### config.mk
export PLATFORM = sky130hd
export DESIGN_NAME = exe_div_ctrl
export DESIGN_NICKNAME = d
export VERILOG_FILES = /design/src/rtl/exe_div_ctrl.sv
export SDC_FILE = /design/constraint.sdc
export NUM_CORES = 1
export LEC_CHECK = 0
export BUFFER_PORTS_ARGS = -buffer_cell sky130_fd_sc_hd__buf_2
export CAP_MARGIN = 20
export CORE_ASPECT_RATIO = 1.25
export CORE_MARGIN = 1
export CORE_UTILIZATION = 50
export DETAILED_ROUTE_END_ITERATION = 8
export GPL_ROUTABILITY_DRIVEN = 0
export PLACE_DENSITY = 0.69
export SETUP_SLACK_MARGIN = 0.5
export SYNTH_ARGS = -nofsm -noshare
export SYNTH_HDL_FRONTEND = slang
export SYNTH_SLANG_ARGS = --single-unit
### constraint.sdc
create_clock -name clk -period 6 [get_ports clk]
set_input_delay 0.9 -clock clk [delete_from_list [all_inputs] [get_ports clk]]
set_output_delay 0.9 -clock clk [all_outputs]
set_load 0.05 [all_outputs]
### src/rtl/exe_div_ctrl.sv
// Multi-cycle restoring divider controller for the EXE stage: one quotient bit per cycle.
// Optional feature macro: EXE_DIV_CTRL_EARLY_OUT_EN (skip the iterations when the quotient is trivially 0/all-ones).
module exe_div_ctrl #(
  parameter int DATA_W = 32
) (
  input  logic              clk,
  input  logic              reset,
  input  logic              div_req,
  input  logic [3:0]        div_op,
  input  logic [DATA_W-1:0] div_src1,
  input  logic [DATA_W-1:0] div_src2,
  input  logic              div_ack,
  output logic              div_ready,
  output logic              div_done,
  output logic [DATA_W-1:0] div_result
);

  localparam int CNT_W = $clog2(DATA_W) + 1;
  localparam logic [CNT_W-1:0] LAST_CNT = CNT_W'(DATA_W);

  typedef enum logic [1:0] {IDLE, RUN, DONE} state_t;

  state_t state;
  logic [CNT_W-1:0] cnt;

  logic              is_signed_p0;
  logic              is_mod_p0;
  logic              neg_dnd_p0;
  logic              neg_dsr_p0;
  logic              dsr_zero_p0;
  logic              early_p0;
  logic [DATA_W-1:0] src1_p0;
  logic [DATA_W-1:0] dsr_mag_p0;
  logic [DATA_W-1:0] rem_p0;
  logic [DATA_W-1:0] quo_p0;

  logic              sel_signed;
  logic              sel_mod;
  logic              accept;
  logic              neg_dnd;
  logic              neg_dsr;
  logic [DATA_W-1:0] dnd_mag;
  logic [DATA_W-1:0] dsr_mag;
  logic              early_in;
  logic              finish;

  logic [DATA_W:0]   rem_sh;
  logic [DATA_W-1:0] quo_sh;
  logic              step_ge;
  logic [DATA_W-1:0] rem_nx;

  function automatic logic [DATA_W-1:0] abs_mag(input logic signed [DATA_W-1:0] v,
                                                input logic                     neg);
    logic signed [DATA_W-1:0] n;
    n = -v;
    return neg ? DATA_W'(n) : DATA_W'(v);
  endfunction

  // Sign fix-up of the unsigned quotient/remainder, plus the divide-by-zero override.
  function automatic logic [DATA_W-1:0] fix_result(input logic [DATA_W-1:0] q,
                                                   input logic [DATA_W-1:0] r,
                                                   input logic [DATA_W-1:0] src1,
                                                   input logic              md,
                                                   input logic              neg_dnd_i,
                                                   input logic              neg_dsr_i,
                                                   input logic              dsr_zero);
    logic [DATA_W-1:0] res;
    if (dsr_zero) begin
      res = md ? src1 : '1;
    end else if (md) begin
      res = neg_dnd_i ? (~r + 1'b1) : r;
    end else begin
      res = (neg_dnd_i ^ neg_dsr_i) ? (~q + 1'b1) : q;
    end
    return res;
  endfunction

  always_comb begin
    sel_signed = 1'b0;
    sel_mod    = 1'b1;
    if (div_op[3]) begin
      sel_signed = 1'b1;
      sel_mod    = 1'b0;
    end else if (div_op[2]) begin
      sel_signed = 1'b1;
      sel_mod    = 1'b1;
    end else if (div_op[1]) begin
      sel_signed = 1'b0;
      sel_mod    = 1'b0;
    end
  end

  assign accept  = div_req && (div_op != 4'b0000);
  assign neg_dnd = sel_signed && div_src1[DATA_W-1];
  assign neg_dsr = sel_signed && div_src2[DATA_W-1];
  assign dnd_mag = abs_mag(div_src1, neg_dnd);
  assign dsr_mag = abs_mag(div_src2, neg_dsr);

`ifdef EXE_DIV_CTRL_EARLY_OUT_EN
  assign early_in = (dsr_mag == '0) || (dnd_mag < dsr_mag);
`else
  assign early_in = 1'b0;
`endif

  assign finish = early_p0 || (cnt == LAST_CNT);

  // One restoring step: shift {rem,quo}, trial-subtract the divisor magnitude.
  assign rem_sh  = {rem_p0, quo_p0[DATA_W-1]};
  assign quo_sh  = {quo_p0[DATA_W-2:0], 1'b0};
  assign step_ge = rem_sh >= {1'b0, dsr_mag_p0};
  assign rem_nx  = step_ge ? (rem_sh[DATA_W-1:0] - dsr_mag_p0) : rem_sh[DATA_W-1:0];

  // ---- control: FSM, iteration count and registered handshake outputs ----
  always_ff @(posedge clk) begin
    if (reset) begin
      state      <= IDLE;
      cnt        <= '0;
      early_p0   <= 1'b0;
      div_ready  <= 1'b1;
      div_done   <= 1'b0;
      div_result <= '0;
    end else begin
      case (state)
        IDLE: begin
          if (accept) begin
            state     <= RUN;
            cnt       <= '0;
            early_p0  <= early_in;
            div_ready <= 1'b0;
          end
        end
        RUN: begin
          if (finish) begin
            state      <= DONE;
            div_done   <= 1'b1;
            // Early-out path: quotient is 0 and the remainder is the whole dividend.
            div_result <= fix_result(early_p0 ? '0 : quo_p0,
                                     early_p0 ? quo_p0 : rem_p0,
                                     src1_p0, is_mod_p0, neg_dnd_p0, neg_dsr_p0,
                                     dsr_zero_p0);
          end else begin
            cnt <= cnt + 1'b1;
          end
        end
        DONE: begin
          if (div_ack) begin
            state     <= IDLE;
            div_done  <= 1'b0;
            div_ready <= 1'b1;
          end
        end
        default: begin
          state     <= IDLE;
          div_done  <= 1'b0;
          div_ready <= 1'b1;
        end
      endcase
    end
  end

  // ---- datapath: operand latch and shift/subtract registers (no reset needed) ----
  always_ff @(posedge clk) begin
    if (state == IDLE && accept) begin
      is_signed_p0 <= sel_signed;
      is_mod_p0    <= sel_mod;
      neg_dnd_p0   <= neg_dnd;
      neg_dsr_p0   <= neg_dsr;
      dsr_zero_p0  <= (dsr_mag == '0);
      src1_p0      <= div_src1;
      dsr_mag_p0   <= dsr_mag;
      rem_p0       <= '0;
      quo_p0       <= dnd_mag;
    end else if (state == RUN && !finish) begin
      rem_p0 <= rem_nx;
      quo_p0 <= quo_sh | {{(DATA_W-1){1'b0}}, step_ge};
    end
  end

endmodule

==> run metrics <==
post-DR wirelength/cell 18.5 um; number of global-route vias before repair 9590; Worst EP required 6.33 ns; HPWL after detailed placement 22400 um; ys async rst share 0%; Tightest Pin Transition between 1 and 1.5 ns; most frequent cells in the layout a21oi_1 (136), nor2_1 (113), nand2_1 (105), buf_2 (105), edfxtp_1 (100); Setup Crit Path Kind reg -> reg; M2 GR Usage 45.8%; Worst setup startpoint rem_p0[13]; Post-Synthesis Cells 1304; Slew HR 26.8%; Worst R2R Start rem_p0[13]; dpl ws 2.05 ns; largest net degree at the start of global routing 73; Clock Path Buffers 2; cell taking the most area after synthesis edfxtp_1; Root Buffer Master clkbuf_16; initial core utilization 51.4%; Synth area leaders edfxtp_1 (26%), dfxtp_1 (13%), a21oi_1 (5.9%); nets@finish 1487; Reg2Reg Depth 9; total track usage 26.9%; Ys Warns 0; fillers 1996; Sink Count 174; Port Buffers approximately 110; ys flop type edfxtp_1; Final Hold Fails 0; # rows 61; cts bufs inserted 17; Synth Cell Area about 11000 sq um; outcome finished clean; hold wc startpoint div_result[22]; Placeable Area 22400 sq um; number of remaining DRC errors 0; met3 Usage GRT 4.07%; Post-Syn Nets around 1400; hold crit path type reg -> reg; final wirelength 30900 um; Pint between 3 and 4 mW; first-pass GRT wire length just under 50000 um; Post-synth EDFFs 100; register area share after synthesis 39.0%; Area after DPL about 12000 sq um; H-Tree Depth 4; Cell variety after synth 71; switching share of total power 41.2%; logic gate share of total power approximately 44%; leakage 5.08 nW; initial antenna violation count 0; initial drt markers 783; RSZ-0062 raised after global routing no; Power Density 399 nW/um^2; fmax around 0.27 GHz; Max FO, Critical Path 8; number of routed nets with antenna violations 0; P&R area growth vs syn 12.4%; GRT overflow 0; Setup WS post-layout between 2 and 2.5 ns; Reg-to-Reg End rem_p0[31]; post-CTS sizing 0; Post-CTS Setup Bufs 0; Startpoint Class flop; via count 10279; layout cells sized above 1 around an eighth; hold buffer count at CTS 0; Die Height between 150 and 200 um; Setup crit end rem_p0[31]; Seq pwr share 33.0%; Most Crowded Layer GR met2; M1 GR Usage 33.6%; multi-input logic area around 6500 sq um; ANT cells 0; DRT Pass-1 Iters 5; count of pins over their slew limit 0; clock share of power around 23%; register area around 4500 sq um; Avg Cell Area, Syn between 8 and 9 sq um; commonest non-fill, non-tap cell in the layout a21oi_1; DR vias/cell around 6.2; worst-skew pair later-pin latency 0.45 ns; endpoints failing setup 0; fin area 12900 sq um; final period utilization 61.6%; TritonCTS clock tree done; Layout Skew 0.0141 ns; maximum vdd drop 0.269 mV; FF-to-FF setup slack between 2 and 2.5 ns; CP endpoint kind flop; Seq cells post-synth 174; Critical Path AT approximately 4.0 ns; die width 138 um; die area 23600 sq um; net switching power figure approximately 2.1 mW; clock-pin slew on the worst setup and hold paths 0.07 ns; max-cap violations 0; TNS Setup 0 ns; I/O pin count roughly 110; Final min period 3.70 ns; post-synth top area share 26.1%
## per-stage QoR
stage	cells	util, %	hold slack (ns)	total power, mW
global placement	1636	54.6	0.429	3.86
CTS	1669	57.5	0.456	5.10
detailed placement	1637	54.7	0.440	3.90
floorplan	1304	-	0.486	3.30
global route	1671	57.7	0.475	5.44
finish	1671	57.7	0.451	5.15
## sequential cells by signal (all words and copies together) (netlist names)
| register | cells |
|---|---|
| src1_p0 | 32 |
| div_result | 32 |
| dsr_zero_p0 | 1 |
| neg_dsr_p0 | 1 |
| state | 2 |
| is_mod_p0 | 1 |
| cnt | 6 |
| div_done | 1 |
| dsr_mag_p0 | 32 |
| quo_p0 | 32 |
| div_ready | 1 |
| rem_p0 | 32 |
| neg_dnd_p0 | 1 |
## Yosys cell counts, types with 31 or more instances
cell      instances
a21oi_1         136
nor2_1          115
nand2_1         105
edfxtp_1        100
o21ai_0          86
dfxtp_1          74
xnor2_1          70
xor2_1           70
inv_1            64
clkbuf_1         54
ha_1             39
mux2i_1          37
nor3_1           31
## power groups by stage
stage / combinational, mW / clock (mW) / sequential, mW
2_1_floorplan: 1.67 / 0 / 1.63
3_3_place_gp: 2.15 / 0 / 1.71
3_5_place_dp: 2.18 / 0 / 1.72
4_1_cts: 2.20 / 1.20 / 1.70
5_1_grt: 2.47 / 1.24 / 1.73
6_report: 2.25 / 1.19 / 1.70
## final cells by class
type / count / area share [%]
Multi-Input combinational cell: 996 / 50.4
Sequential cell: 174 / 34.7
Timing Repair Buffer: 121 / 5.37
Clock buffer: 19 / 3.51
Tap cell: 283 / 2.74
Inverter: 65 / 1.91
Clock inverter: 13 / 1.39
## worst min-delay path by stage
| stage | end | slack (ns) | cells after the start |
|---|---|---|---|
| global route | div_result[25] | 0.47 | 1 |
| finish | div_result[22] | 0.45 | 2 |
| CTS | div_result[25] | 0.46 | 1 |
| floorplan | state[1] | 0.49 | 2 |
| detailed placement | div_result[25] | 0.44 | 1 |
| global placement | div_result[25] | 0.43 | 1 |
## cell families after synthesis
logic type / count (synthesis) / synth area share (%)
simple gates: 390 / 16.9
compound gates: 388 / 21.2
flops: 174 / 39.0
xor+xnor: 140 / 10.7
buf+inv: 134 / 4.44
fa+ha+maj: 40 / 4.42
mux: 38 / 3.32
## critical path, stage by stage (launching register included)
cell and delay [ns]:
dfxtp_1 0.53, ha_1 0.40, a21oi_1 0.26, o21a_1 0.19
nand2_1 0.08, a2111oi_0 0.84, o21ai_0 0.45, a311oi_1 0.54
mux2i_1 0.24, nand2_1 0.06
## routing by layer
metal	up-vias	routed length, um
met5	-	0
met4	0	960
met3	67	2030
met2	435	14900
met1	4851	12900
li1	4926	-
No activity file was read; power rests on OpenSTA's default activity.
